[src/rtl/fixed_integer_pkg.sv]
// Shared types and helpers for the chunked-vector streamer.
package fixed_integer_pkg;

  typedef enum logic {
    IDLE   = 1'b0,
    STREAM = 1'b1
  } state_t;

  localparam logic MODE_DATA   = 1'b0;
  localparam logic MODE_WEIGHT = 1'b1;

  // Source chunk index for a given beat. Weight beats go out in reverse order,
  // because the consumer's shift store fills top-down and must end up in index order.
  function automatic int unsigned beat_index(input logic mode, input int unsigned beat,
                                             input int unsigned beats);
    return (mode == MODE_WEIGHT) ? (beats - 1 - beat) : beat;
  endfunction

endpackage

[src/rtl/fixed_integer_vector_streamer_if.sv]
// Vector-in / chunk-out bus between the layer buffer and the dot-product engines.
interface fixed_integer_vector_streamer_if #(
  parameter int BITS   = 16,
  parameter int LENGTH = 10,
  parameter int MULTS  = 2
);
  logic                              s_valid;
  logic                              s_ready;
  logic                              s_mode;
  logic [LENGTH-1:0][BITS-1:0]       s_vector;
  logic                              hold;
  logic [MULTS-1:0][BITS-1:0]        m_chunk;
  logic                              m_load_a;
  logic                              m_in_valid;
  logic                              busy;
  logic                              done;

  // Producer side: drives the vector handshake and the downstream pause.
  modport master (
    output s_valid, s_mode, s_vector, hold,
    input  s_ready, m_chunk, m_load_a, m_in_valid, busy, done
  );

  // Streamer side.
  modport slave (
    input  s_valid, s_mode, s_vector, hold,
    output s_ready, m_chunk, m_load_a, m_in_valid, busy, done
  );
endinterface

[src/rtl/fixed_integer_vector_streamer.sv]
// Splits a full vector into LENGTH/MULTS beats of MULTS elements, strobed as
// weight loads or data beats, with gapless back-to-back vector acceptance.
module fixed_integer_vector_streamer
  import fixed_integer_pkg::*;
#(
  parameter int BITS   = 16,
  parameter int LENGTH = 10,
  parameter int MULTS  = 2
) (
  input  logic                           clk,
  input  logic                           rstn,
  fixed_integer_vector_streamer_if.slave bus
);

  localparam int BEATS = LENGTH / MULTS;
  localparam int CW    = $clog2(BEATS) + 1;
  localparam logic [CW-1:0] LAST_BEAT = CW'(BEATS - 1);

  if (((LENGTH % MULTS) != 0) || (LENGTH < MULTS)) begin : g_bad_length
    $error("LENGTH must be a non-zero multiple of MULTS");
  end

  state_t                       r_state;
  logic [CW-1:0]                r_beat;
  logic [LENGTH-1:0][BITS-1:0]  r_buf;
  logic                         r_mode;
  logic [MULTS-1:0][BITS-1:0]   r_chunk;
  logic                         r_load_a;
  logic                         r_in_valid;
  logic                         r_done;

  logic                         w_last;
  logic                         w_ready;
  logic                         w_accept;
  logic [CW-1:0]                w_idx;
  logic [MULTS-1:0][BITS-1:0]   w_chunk;

  assign w_last   = (r_state == STREAM) && (r_beat == LAST_BEAT);
  assign w_ready  = (r_state == IDLE) || (w_last && !bus.hold);
  assign w_accept = bus.s_valid && w_ready;
  assign w_idx    = CW'(beat_index(r_mode, 32'(r_beat), BEATS));

  // Element mux: one lane per multiplier, selecting from the captured vector.
  for (genvar gi = 0; gi < MULTS; gi++) begin : g_lane
    assign w_chunk[gi] = r_buf[MULTS * int'(w_idx) + gi];
  end

  assign bus.s_ready    = w_ready;
  assign bus.busy       = (r_state == STREAM);
  assign bus.m_chunk    = r_chunk;
  assign bus.m_load_a   = r_load_a;
  assign bus.m_in_valid = r_in_valid;
  assign bus.done       = r_done;

  // Control FSM: capture, beat sequencing, and registered beat outputs.
  always_ff @(posedge clk) begin
    if (rstn) begin
      r_state    <= IDLE;
      r_beat     <= '0;
      r_buf      <= '0;
      r_mode     <= MODE_DATA;
      r_chunk    <= '0;
      r_load_a   <= 1'b0;
      r_in_valid <= 1'b0;
      r_done     <= 1'b0;
    end else begin
      r_load_a   <= 1'b0;
      r_in_valid <= 1'b0;
      r_done     <= 1'b0;
      case (r_state)
        IDLE: begin
          if (w_accept) begin
            r_buf   <= bus.s_vector;
            r_mode  <= bus.s_mode;
            r_beat  <= '0;
            r_state <= STREAM;
          end
        end
        STREAM: begin
          if (!bus.hold) begin
            r_chunk    <= w_chunk;
            r_load_a   <= (r_mode == MODE_WEIGHT);
            r_in_valid <= (r_mode == MODE_DATA);
            if (w_last) begin
              r_done <= 1'b1;
              r_beat <= '0;
              if (w_accept) begin
                // Overlapped accept: next vector's beat 0 follows with no bubble.
                r_buf  <= bus.s_vector;
                r_mode <= bus.s_mode;
              end else begin
                r_state <= IDLE;
              end
            end else begin
              r_beat <= r_beat + 1'b1;
            end
          end
        end
        default: r_state <= IDLE;
      endcase
    end
  end

endmodule

[src/flat_wrapper.sv]
// flat-port wrapper written by rule: the top's interface ports become plain ports
module fixed_integer_vector_streamer_flat import fixed_integer_pkg::*;
#(
  parameter int BITS   = 16,
  parameter int LENGTH = 10,
  parameter int MULTS  = 2
)
  (clk, rstn, bus_s_valid, bus_s_mode, bus_s_vector, bus_hold, bus_s_ready, bus_m_chunk, bus_m_load_a, bus_m_in_valid, bus_busy, bus_done);
  fixed_integer_vector_streamer_if #(.BITS(BITS), .LENGTH(LENGTH), .MULTS(MULTS)) bus_i ();
  input  logic clk;
  input  logic rstn;
  input wire logic [$bits(bus_i.s_valid)-1:0] bus_s_valid;
  input wire logic [$bits(bus_i.s_mode)-1:0] bus_s_mode;
  input wire logic [$bits(bus_i.s_vector)-1:0] bus_s_vector;
  input wire logic [$bits(bus_i.hold)-1:0] bus_hold;
  output wire logic [$bits(bus_i.s_ready)-1:0] bus_s_ready;
  output wire logic [$bits(bus_i.m_chunk)-1:0] bus_m_chunk;
  output wire logic [$bits(bus_i.m_load_a)-1:0] bus_m_load_a;
  output wire logic [$bits(bus_i.m_in_valid)-1:0] bus_m_in_valid;
  output wire logic [$bits(bus_i.busy)-1:0] bus_busy;
  output wire logic [$bits(bus_i.done)-1:0] bus_done;
  assign bus_i.s_valid = bus_s_valid;
  assign bus_i.s_mode = bus_s_mode;
  assign bus_i.s_vector = bus_s_vector;
  assign bus_i.hold = bus_hold;
  assign bus_s_ready = bus_i.s_ready;
  assign bus_m_chunk = bus_i.m_chunk;
  assign bus_m_load_a = bus_i.m_load_a;
  assign bus_m_in_valid = bus_i.m_in_valid;
  assign bus_busy = bus_i.busy;
  assign bus_done = bus_i.done;
  fixed_integer_vector_streamer #(.BITS(BITS), .LENGTH(LENGTH), .MULTS(MULTS)) u_core (.clk(clk), .rstn(rstn), .bus(bus_i));
endmodule
[config.mk]
export PLATFORM = sky130hd
export DESIGN_NAME = fixed_integer_vector_streamer_flat
export DESIGN_NICKNAME = d
export VERILOG_FILES = /design/src/rtl/fixed_integer_pkg.sv /design/src/rtl/fixed_integer_vector_streamer_if.sv /design/src/rtl/fixed_integer_vector_streamer.sv /design/src/flat_wrapper.sv
export SDC_FILE = /design/constraint.sdc
export NUM_CORES = 1
export LEC_CHECK = 0
export BUFFER_PORTS_ARGS = -buffer_cell sky130_fd_sc_hd__buf_2
export CAP_MARGIN = 15
export CORE_MARGIN = 2
export CORE_UTILIZATION = 57
export CTS_CLUSTER_SIZE = 40
export DETAILED_ROUTE_END_ITERATION = 6
export GPL_ROUTABILITY_DRIVEN = 0
export PLACE_DENSITY = 0.95
export SETUP_SLACK_MARGIN = 0.3
export SYNTH_ARGS = -nofsm -noshare
export SYNTH_HDL_FRONTEND = slang
export SYNTH_SLANG_ARGS = --single-unit
[constraint.sdc]
create_clock -name clk -period 5.5 [get_ports clk]
set_input_delay 0.55 -clock clk [delete_from_list [all_inputs] [get_ports clk]]
set_output_delay 0.55 -clock clk [all_outputs]
set_load 0.01 [all_outputs]
==> results of run 1 <==
==> Yosys cell counts, drive strengths merged <==
cell type | number | area (µm²)
a21boi | 1 | 7.51
nor3 | 4 | 20.0
a31oi | 1 | 6.26
and3b | 1 | 8.76
nor4b | 1 | 8.76
clkbuf | 50 | 188
nor4bb | 1 | 10.0
o21ai | 4 | 20.0
mux2i | 1 | 22.5
nand3b | 1 | 7.51
ha | 2 | 25.0
nor2 | 35 | 131
nand3 | 163 | 816
xnor2 | 1 | 8.76
o21a | 1 | 7.51
a32o | 1 | 10.0
a22oi | 32 | 300
inv | 4 | 15.0
a21oi | 162 | 811
a211oi | 32 | 240
o211a | 1 | 17.5
nand2b | 1 | 6.26
mux4 | 32 | 728
nor2b | 2 | 12.5
dfxtp | 201 | 4020
buf | 45 | 236
and2 | 1 | 6.26
nand2 | 164 | 616
==> layer usage <==
metal | up-vias | track usage | part of all wire | wire length [µm]
li1 | 3622 | - | - | -
met1 | 3615 | 0.412 | 0.42 | 9840
met2 | 419 | 0.449 | 0.45 | 10600
met3 | 69 | 0.0546 | 0.093 | 2190
met4 | 0 | 0.121 | 0.040 | 950
met5 | - | 0 | 0 | 0
==> final cells by class <==
class,count,area [µm²],share of cell area
Clock buffer,25,549,0.0553
Inverter,4,15.0,0.00151
Multi-Input combinational cell,645,3880,0.391
Sequential cell,201,4020,0.405
Tap cell,184,230,0.0232
Clock inverter,9,134,0.0135
Timing Repair Buffer,209,1090,0.110
Antenna cell,2,5.00,0.000504
==> worst min-delay path: cells and delay by family <==
family | cells | cell delay (ns)
and+or+nand+nor | 1 | 0.05
buffers and inverters | 1 | 0.09
AOI/OAI and AO/OA | 1 | 0.05
==> path summary, 6_finish.rpt <==
check	cells after the start	startpoint	end	slack, ns
worst max-delay path	5	u_core.r_beat[0]$_SDFFE_PP0P_	bus_s_ready	2.00
worst min-delay path	3	bus_s_vector[91]	u_core.r_buf[91]$_SDFFE_PP0P_	0.30
worst max register to register	7	u_core.r_beat[0]$_SDFFE_PP0P_	u_core.r_buf[82]$_SDFFE_PP0P_	2.17
worst min register to register	2	u_core.r_buf[119]$_SDFFE_PP0P_	u_core.r_buf[119]$_SDFFE_PP0P_	0.45
==> cells in the final DEF (no fill, tap or decap), types with 2 or more instances in the layout <==
master,n
sky130_fd_sc_hd__a211oi_1,32
sky130_fd_sc_hd__a21oi_1,162
sky130_fd_sc_hd__a22oi_1,20
sky130_fd_sc_hd__a22oi_2,12
sky130_fd_sc_hd__buf_2,199
sky130_fd_sc_hd__buf_4,8
sky130_fd_sc_hd__bufinv_16,3
sky130_fd_sc_hd__clkbuf_1,2
sky130_fd_sc_hd__clkbuf_16,20
sky130_fd_sc_hd__clkbuf_8,3
sky130_fd_sc_hd__clkinv_2,4
sky130_fd_sc_hd__dfxtp_1,201
sky130_fd_sc_hd__diode_2,2
sky130_fd_sc_hd__ha_1,2
sky130_fd_sc_hd__inv_1,4
sky130_fd_sc_hd__mux4_1,2
sky130_fd_sc_hd__mux4_2,30
sky130_fd_sc_hd__nand2_1,164
sky130_fd_sc_hd__nand3_1,163
sky130_fd_sc_hd__nor2_1,34
sky130_fd_sc_hd__nor3_1,4
sky130_fd_sc_hd__o21ai_0,2
sky130_fd_sc_hd__o21ai_4,2
==> stage by stage <==
stage / std cells / total power, W / utilization
after floorplan: 945 / 0.00186 / -
after global placement: 1243 / 0.00199 / 0.643
after detailed placement: 1243 / 0.00200 / 0.643
after CTS: 1277 / 0.00340 / 0.691
after global routing: 1278 / 0.00351 / 0.691
final: 1279 / 0.00340 / 0.691
==> sequential cells by signal (all words and copies together) (netlist names) <==
name / flops
u_core.r_mode: 1
u_core.bus.m_in_valid: 1
u_core.r_buf: 160
u_core.r_beat: 4
u_core.bus.busy: 1
u_core.bus.done: 1
u_core.bus.m_load_a: 1
u_core.bus.m_chunk: 32
==> cells by family after synthesis <==
logic type,synth area share
xor gates and xnor gates,0.00105
buffers and inverters,0.0528
and+or+nand+nor,0.198
adders and majority gates,0.00301
AOI/OAI and AO/OA,0.171
DFF,0.484
muxes,0.0903
==> power by group <==
group | switching (W) | internal (W) | leakage, nW
sequential | 0.0000540 | 0.00154 | 1.65
combinational | 0.000230 | 0.000160 | 1.93
clock | 0.000566 | 0.000850 | 0.335
total | 0.000850 | 0.00255 | 3.91
==> Implementation_results.wiki, run 1 <==
{| class="wikitable"
! Metric !! Value
|-
| Mean area per synthesized cell || between 8 and 9 µm²
|-
| Share of the cycle needed by the critical path after routing || 0.637
|-
| Violations in the final reports || design-rule violations
|-
| Crit path capture type || output pin
|-
| Number of buffers added on ports || approximately 200
|-
| Setup WS pre-CTS || around 2.3 ns
|-
| Share of the yosys chip area belonging to registers || 0.484
|-
| First-pass GRT wire length || between 30,000 and 40,000 µm
|-
| Fraction of layout instances using a drive strength above 1 || 0.264
|-
| Cells after Synth || 945
|-
| Max-cap violations || 0
|-
| Final setup fails || 0
|-
| Count of yosys warnings during synthesis || 0
|-
| Total length of routed wires || 23,500 µm
|-
| Tightest Pin Transition || between 1 and 1.5 ns
|-
| Number of distinct library cell variants in the gate-level netlist after synthesis || 34
|-
| 1st-pass router iterations || 7
|-
| Worst IR drop on VDD || ~210 µV
|-
| Result of the run || finished, violations left
|-
| Clock Tree Buf Depth || 3
|-
| Clock buffers created by TritonCTS || 20
|-
| Required time at the worst-slack endpoint || slightly below 5 ns
|-
| Cell area after layout || a little under 10,000 µm²
|-
| Setup skew after layout || between 0.015 and 0.02 ns
|-
| Largest delay share family, worst path || compound AO/OA/AOI/OAI gates
|-
| CORE AREA || 14,400 µm²
|-
| Synthesized netlist net count || approximately 1,100
|-
| Total routing resource utilization after global routing || 0.294
|-
| Detailed Place HPWL || 15,400 µm
|-
| Area of placed instances || just over 9000 µm²
|-
| Via count || slightly below 8,000
|-
| Highest fanout seen on the critical path || 40
|-
| Number of pins with negative max-slew slack in the final report || 0
|-
| Clock sink count || between 200 and 250
|-
| RSZ-0062 raised after global routing || false
|-
| Number of hold violations in the final report || 0
|-
| Synth Register Bits || around 200
|-
| Leakage power figure || about 4 nW
|-
| Number of nets with antenna violations after detailed routing || 0
|-
| Slew margin rel. || 0.256
|-
| Vias per inst || between 6 and 7
|-
| Residual overflow from global routing || 0
|-
| Worst setup path class || flop to output pin
|-
| Arrival time of the worst setup path || ~3.0 ns
|-
| Initial antenna violation count || 2
|-
| CTS HTree Levels || 1
|-
| Delay of the slowest cell on the worst path || 0.93 ns
|-
| # IOs || 202
|-
| Fin Setup TNS || 0 ns
|-
| Routed wire length per instance || 18.4 µm
|-
| CTS tree || done
|-
| Clock transition at the registers of the reported paths || 0.06 ns
|-
| Fin worst setup slack || ~2.0 ns
|-
| Shortest clock period the worst path allows after layout || 3.50 ns
|-
| Cell at the root of the clock tree || sky130_fd_sc_hd__clkbuf_16
|-
| Master of the slowest instance on the critical path || sky130_fd_sc_hd__o21ai_4
|-
| Clock latency reported for the late side of the worst-skew pair || about 0.49 ns
|-
| Violation count after the first detailed-routing iteration || approximately 870
|-
| Row count || between 40 and 50
|-
| Crit path buf inv count || 2
|-
| Minimum hold slack || slightly above 0.3 ns
|-
| Nets@finish || about 1,200
|-
| Via count of the first global-routing pass || 7,395
|-
| Mapped cell area || between 8000 and 9000 µm²
|-
| Fill cell instance count of the final layout || 1,055
|-
| DR DRC count || 2
|-
| Post-CTS repair timing setup buffer count || 0
|-
| Type of origin of the critical path || flop
|-
| Largest net degree at the start of global routing || approximately 130
|-
| Critical path cell sequence || inv_1, ha_1, nand3b_1, o21ai_4, buf_2
|-
| Die footprint || 15,600 µm²
|-
| Initial Util || 0.578
|-
| Area Growth Syn to Fin || 19.5%
|-
| Min-delay worst type || primary input to flop
|-
| Post-CTS resize count || 0
|-
| Die boundary height || roughly 120 µm
|-
| Width of the die || approximately 120 µm
|-
| Max frequency || 285 MHz
|-
| Pwr/cell area || 342 nW/µm²
|-
| # hold bufs at CTS || 0
|}
Power figures use the tool's default switching activity.
==> inputs of run 2 (changes only) <==
--- a/config.mk
+++ b/config.mk
@@ -8,11 +8,11 @@
 export BUFFER_PORTS_ARGS = -buffer_cell sky130_fd_sc_hd__buf_2
 export CAP_MARGIN = 15
 export CORE_MARGIN = 2
-export CORE_UTILIZATION = 57
+export CORE_UTILIZATION = 48
 export CTS_CLUSTER_SIZE = 40
 export DETAILED_ROUTE_END_ITERATION = 6
 export GPL_ROUTABILITY_DRIVEN = 0
-export PLACE_DENSITY = 0.95
+export PLACE_DENSITY = 0.87
 export SETUP_SLACK_MARGIN = 0.3
 export SYNTH_ARGS = -nofsm -noshare
 export SYNTH_HDL_FRONTEND = slang
==> constraint.sdc (replaced) <==
create_clock -name clk -period 2.8 [get_ports clk]
set_input_delay 0.28 -clock clk [delete_from_list [all_inputs] [get_ports clk]]
set_output_delay 0.28 -clock clk [all_outputs]
set_load 0.01 [all_outputs]
==> Implementation_results.wiki, run 2 (synthesis gave the netlist of run 1 again) <==
{| class="wikitable"
! Metric !! Value
|-
| Clock sink count || roughly 200
|-
| Worst setup path class || flop to flop
|-
| # IOs || roughly 200
|-
| Total length of routed wires || roughly 25,000 µm
|-
| Area Growth Syn to Fin || 22.5%
|-
| Register containing the most flip-flops in the final layout || u_core.r_buf
|-
| Via count || ~7,800
|-
| Width of the die || between 100 and 150 µm
|-
| Fin Setup TNS || 0 ns
|-
| Initial antenna violation count || 1
|-
| Nets@finish || 1,257
|-
| Cell area after layout || 10,200 µm²
|-
| Clock transition at the registers of the reported paths || 0.06 ns
|-
| Clock network power share || 0.431
|-
| Pwr/cell area || roughly 680 nW/µm²
|-
| Violation count after the first detailed-routing iteration || a little over 800
|-
| Number of pins with negative max-slew slack in the final report || 0
|-
| Worst IR drop on VDD || ~390 µV
|-
| Required time at the worst-slack endpoint || about 3.2 ns
|-
| Max frequency || roughly 400 MHz
|-
| Number of nets with antenna violations after detailed routing || 0
|-
| Clock latency reported for the late side of the worst-skew pair || about 0.49 ns
|-
| Setup skew after layout || between 0.007 and 0.008 ns
|-
| Slew margin rel. || 0.230
|-
| Crit path buf inv count || 1
|-
| Number of buffers added on ports || approximately 200
|-
| Max-cap violations || 0
|-
| Delay of the slowest cell on the worst path || 0.90 ns
|-
| # hold bufs at CTS || 0
|-
| CTS tree || done
|-
| Area occupied by multi-input gates || 3910 µm²
|-
| Fraction of layout instances using a drive strength above 1 || 0.272
|-
| Detailed Place HPWL || approximately 16,000 µm
|-
| Min-delay worst type || primary input to flop
|-
| Highest fanout seen on the critical path || 16
|-
| Via count of the first global-routing pass || approximately 7,100
|-
| Die footprint || 18,400 µm²
|-
| Fill cell instance count of the final layout || around 1,400
|-
| Vias per inst || roughly 6
|-
| Clock Tree Buf Depth || 3
|-
| Shortest clock period the worst path allows after layout || roughly 2.5 ns
|-
| Minimum hold slack || between 0.03 and 0.04 ns
|-
| Total chip power || approximately 0.0069 W
|-
| Most common library cell in the layout ignoring fill and taps || sky130_fd_sc_hd__dfxtp_1
|-
| Result of the run || complete, no violations
|-
| Sequential group share of total power || 0.453
|-
| Master of the slowest instance on the critical path || sky130_fd_sc_hd__nor2_2
|-
| Clock buffers created by TritonCTS || 20
|-
| Area of all sequential standard cells || a little over 4000 µm²
|-
| Tightest Pin Transition || 1.15 ns
|-
| Row count || 48
|-
| Number of hold violations in the final report || 0
|-
| Type of origin of the critical path || flop
|-
| RSZ-0062 raised after global routing || true
|-
| Residual overflow from global routing || 0
|-
| CTS HTree Levels || 1
|-
| Initial Util || 0.486
|-
| CORE AREA || between 15,000 and 20,000 µm²
|-
| 1st-pass router iterations || 6
|-
| Largest register FFs || 160
|-
| DR DRC count || 0
|-
| Leakage power figure || about 4 nW
|-
| Area of placed instances || roughly 9400 µm²
|-
| Net switching power || between 0.0015 and 0.002 W
|-
| Critical path cell sequence || inv_1, ha_1, and3b_1, nor2_2, a22oi_2, a211oi_1
|-
| Logic gate share of total power || 0.116
|-
| Arrival time of the worst setup path || 2.88 ns
|-
| Crit path capture type || flop
|-
| First-pass GRT wire length || around 38,000 µm
|-
| Share of the cycle needed by the critical path after routing || 0.891
|-
| Total routing resource utilization after global routing || 0.261
|-
| Largest delay share family, worst path || simple AND/OR/NAND/NOR gates
|-
| Fraction of power spent switching nets || 0.242
|-
| Cell at the root of the clock tree || sky130_fd_sc_hd__clkbuf_16
|-
| Internal power of the cells || between 0.005 and 0.006 W
|-
| Largest net degree at the start of global routing || approximately 110
|-
| Final setup fails || 0
|-
| Die boundary height || ~140 µm
|-
| Routed wire length per instance || ~19 µm
|-
| Leading cell types in the layout, fill and taps excluded || sky130_fd_sc_hd__dfxtp_1, sky130_fd_sc_hd__buf_2, sky130_fd_sc_hd__nand2_1
|}
[run 2: cell types whose count changed in the layout (fill, tap and decap cells not counted), moves of 2 or more]
cell | previous run | this run
sky130_fd_sc_hd__clkbuf_8 | 3 | 9
sky130_fd_sc_hd__buf_4 | 8 | 10
sky130_fd_sc_hd__buf_12 | 1 | 5
sky130_fd_sc_hd__clkinv_2 | 4 | 0
[run 2: power by group through the flow]
stage                     sequential [W]  clock (W)  combinational (W)
after CTS                        0.00312    0.00298           0.000789
after floorplan                  0.00316          0           0.000492
after global routing             0.00314    0.00308           0.000875
final                            0.00313    0.00297           0.000800
after detailed placement         0.00318          0           0.000775
after global placement           0.00317          0           0.000755
[run 2: cell type report]
cell class	instances	area share
Sequential cell	201	0.395
Inverter	4	0.00147
Multi-Input combinational cell	647	0.384
Clock inverter	4	0.00959
Antenna cell	1	0.000246
Timing Repair Buffer	216	0.117
Clock buffer	32	0.0645
Tap cell	225	0.0277
[run 2: what timing repair did]
action	CTS	global route
resized for setup	0	3
pin swaps	1	0
setup buffers	1	2
gates cloned	1	1
endpoints found under the hold margin	0	0
setup endpoints to repair	2	19
[run 2: routing by layer]
layer,vias up,GRT usage,wire length [µm]
met1,3660,0.379,10600
li1,3652,-,-
met4,0,0.106,880
met2,427,0.389,10900
met3,59,0.0393,2390
met5,-,0,0
[run 2: final timing paths]
kind | from | end | slack [ns] | depth (start not counted)
hold reg to reg | u_core.r_buf[4]$_SDFFE_PP0P_ | u_core.r_buf[4]$_SDFFE_PP0P_ | 0.45 | 2
setup reg to reg | u_core.r_beat[1]$_SDFFE_PP0P_ | u_core.bus.m_chunk[26]$_SDFFE_PP0P_ | 0.30 | 6
hold / removal | bus_s_vector[75] | u_core.r_buf[75]$_SDFFE_PP0P_ | 0.04 | 3
setup / recovery | u_core.r_beat[1]$_SDFFE_PP0P_ | u_core.bus.m_chunk[26]$_SDFFE_PP0P_ | 0.30 | 6
[run 2: worst min-delay path, delay by kind of cell]
family,cells,cell delay (ns)
simple gates,1,0.05
compound gates,1,0.05
buf+inv,1,0.09
[run 2: metrics by stage]
step / util / cells / worst slack (ns)
6_report: 0.595 / 1330 / 0.305
5_1_grt: 0.595 / 1330 / 0.261
4_1_cts: 0.593 / 1326 / 0.343
3_5_place_dp: 0.548 / 1288 / 0.276
3_3_place_gp: 0.548 / 1288 / 0.487
2_1_floorplan: - / 945 / 0.370
==> inputs of run 3 (changes only) <==
--- a/config.mk
+++ b/config.mk
@@ -12,7 +12,7 @@
 export CTS_CLUSTER_SIZE = 40
 export DETAILED_ROUTE_END_ITERATION = 6
 export GPL_ROUTABILITY_DRIVEN = 0
-export PLACE_DENSITY = 0.87
+export PLACE_DENSITY_LB_ADDON = 0.2
 export SETUP_SLACK_MARGIN = 0.3
 export SYNTH_ARGS = -nofsm -noshare
 export SYNTH_HDL_FRONTEND = slang
==> Implementation_results.wiki, run 3 (synthesis gave the netlist of run 1 again) <==
{| class="wikitable"
! Metric !! Value
|-
| Result of the run || complete, no violations
|-
| Via count of the first global-routing pass || 6,736
|-
| Nets@finish || roughly 1,300
|-
| Number of hold violations in the final report || 0
|-
| Highest fanout seen on the critical path || 15
|-
| Die boundary height || 136 µm
|-
| CTS HTree Levels || 1
|-
| Leading cell types in the layout, fill and taps excluded || sky130_fd_sc_hd__dfxtp_1, sky130_fd_sc_hd__buf_2, sky130_fd_sc_hd__nand2_1
|-
| Worst setup path class || flop to flop
|-
| Most common library cell in the layout ignoring fill and taps || sky130_fd_sc_hd__dfxtp_1
|-
| Setup skew after layout || 0.0144 ns
|-
| Largest net degree at the start of global routing || roughly 100
|-
| RSZ-0062 raised after global routing || true
|-
| Max-cap violations || 0
|-
| Worst r2r dst || u_core.bus.m_chunk[18]$_SDFFE_PP0P_
|-
| Worst IR drop on VDD || ~440 µV
|-
| Cell at the root of the clock tree || sky130_fd_sc_hd__clkbuf_16
|-
| Post-CTS resize count || 0
|-
| Fin worst setup slack || 0.492 ns
|-
| R2R depth || 7
|-
| Crit path buf inv count || 2
|-
| CP Depth || 7
|-
| Max frequency || around 430 MHz
|-
| Shortest clock period the worst path allows after layout || 2.31 ns
|-
| Internal reg-to-reg setup slack || 0.49 ns
|-
| DR DRC count || 0
|-
| First-pass GRT wire length || roughly 37,000 µm
|-
| Type of origin of the critical path || flop
|-
| Die footprint || 18,400 µm²
|-
| Clock sink count || ~200
|-
| Residual overflow from global routing || 0
|-
| Master of the slowest instance on the critical path || sky130_fd_sc_hd__mux4_1
|-
| Leakage power figure || just over 4 nW
|-
| Crit path capture type || flop
|-
| Total length of routed wires || about 24,000 µm
|-
| CTS tree || done
|-
| Total chip power || approximately 0.0066 W
|-
| Largest register FFs || 160
|-
| Initial antenna violation count || 1
|-
| Row count || 48
|-
| Width of the die || 136 µm
|-
| Number of nets with antenna violations after detailed routing || 0
|-
| # hold bufs at CTS || 0
|-
| Pwr/cell area || roughly 650 nW/µm²
|-
| Area of all sequential standard cells || approximately 4000 µm²
|-
| Clock Tree Buf Depth || 3
|-
| Fin Setup TNS || 0 ns
|-
| Critical path cell sequence || inv_1, ha_1, mux2i_4, buf_12, mux4_1, a22oi_1, a211oi_1
|-
| Delay of the slowest cell on the worst path || about 0.58 ns
|-
| Vias per inst || approximately 5.7
|-
| Setup WS pre-CTS || around 0.42 ns
|-
| 1st-pass router iterations || 6
|-
| Fill cell instance count of the final layout || 1,549
|-
| Initial Util || 0.486
|-
| Routed wire length per instance || 18.0 µm
|-
| Share of the cycle needed by the critical path after routing || 0.824
|-
| Required time at the worst-slack endpoint || ~3.2 ns
|-
| Arrival time of the worst setup path || between 2 and 3 ns
|-
| Beginning of the critical path || u_core.r_beat[1]$_SDFFE_PP0P_
|-
| Violation count after the first detailed-routing iteration || roughly 700
|-
| # IOs || 202
|-
| Slew margin rel. || 0.590
|-
| CORE AREA || roughly 17,000 µm²
|-
| Detailed Place HPWL || 16,200 µm
|-
| Number of buffers added on ports || between 200 and 250
|-
| Tightest Pin Transition || around 0.61 ns
|-
| Critical path endpoint || u_core.bus.m_chunk[18]$_SDFFE_PP0P_
|-
| Via count || 7,591
|-
| Register containing the most flip-flops in the final layout || u_core.r_buf
|-
| Fraction of layout instances using a drive strength above 1 || 0.275
|-
| Clock buffers created by TritonCTS || 21
|-
| Area occupied by multi-input gates || around 3900 µm²
|-
| Startpoint of the lowest-slack register-to-register path || u_core.r_beat[1]$_SDFFE_PP0P_
|-
| Clock latency reported for the late side of the worst-skew pair || approximately 0.5 ns
|-
| Area Growth Syn to Fin || 22.6%
|-
| Clock transition at the registers of the reported paths || approximately 0.06 ns
|-
| Total routing resource utilization after global routing || 0.258
|-
| Final setup fails || 0
|-
| Min-delay worst type || primary input to flop
|-
| Number of pins with negative max-slew slack in the final report || 0
|-
| Largest delay share family, worst path || multiplexers
|}
==> run 3: final cells by class <==
type | count | area share
tap | 225 | 0.0276
inverter | 4 | 0.00147
multi-input combinational | 645 | 0.381
timing repair buffer | 224 | 0.129
antenna | 1 | 0.000246
clock buffer | 32 | 0.0625
clock inverter | 5 | 0.00246
sequential | 201 | 0.395
==> run 3: worst min-delay path by stage <==
stage,start,to,slack [ns],cells after the start
2_1_floorplan,bus_s_vector[0],u_core.r_buf[0]$_SDFFE_PP0P_,0.43,2
3_3_place_gp,u_core.r_buf[79]$_SDFFE_PP0P_,u_core.r_buf[79]$_SDFFE_PP0P_,0.44,2
3_5_place_dp,u_core.r_buf[122]$_SDFFE_PP0P_,u_core.r_buf[122]$_SDFFE_PP0P_,0.45,2
4_1_cts,bus_s_vector[151],u_core.r_buf[151]$_SDFFE_PP0P_,0.02,3
5_1_grt,bus_s_vector[151],u_core.r_buf[151]$_SDFFE_PP0P_,0.03,3
6_report,bus_s_vector[151],u_core.r_buf[151]$_SDFFE_PP0P_,0.03,3
==> run 3: layer usage <==
metal  vias up  track usage  part of all wire
met1      3585        0.429              0.49
met4         0       0.0602             0.015
met3        30       0.0337             0.095
li1       3656            -                 -
met5         -            0                 0
met2       320        0.347              0.40
==> run 3: repair_timing <==
action | CTS | global route
endpoints found under the setup margin | 1 | 8
pin swaps | 0 | 2
hold endpoints to repair | 0 | 0
gates cloned | 1 | 1
buffers inserted | 0 | 6
==> run 3: worst min-delay path: stages <==
cell and delay (ns):
sky130_fd_sc_hd__buf_2 0.10, sky130_fd_sc_hd__nand3_1 0.05, sky130_fd_sc_hd__a21oi_1 0.05
==> run 3: where the power goes <==
part | total [W] | leakage, nW | switching, W | internal, W
Combinational | 0.000791 | 2.05 | 0.000449 | 0.000342
Sequential | 0.00314 | 1.65 | 0.000113 | 0.00302
Clock | 0.00266 | 0.333 | 0.00109 | 0.00156
Total | 0.00658 | 4.03 | 0.00166 | 0.00493
==> run 3: through the flow <==
stage	util	area (µm²)	std cells	hold WS (ns)
after floorplan	-	8310	945	0.427
after global placement	0.550	9420	1291	0.440
after CTS	0.591	10100	1329	0.0242
after detailed placement	0.550	9420	1291	0.445
after global routing	0.595	10200	1337	0.0261
final	0.595	10200	1337	0.0336
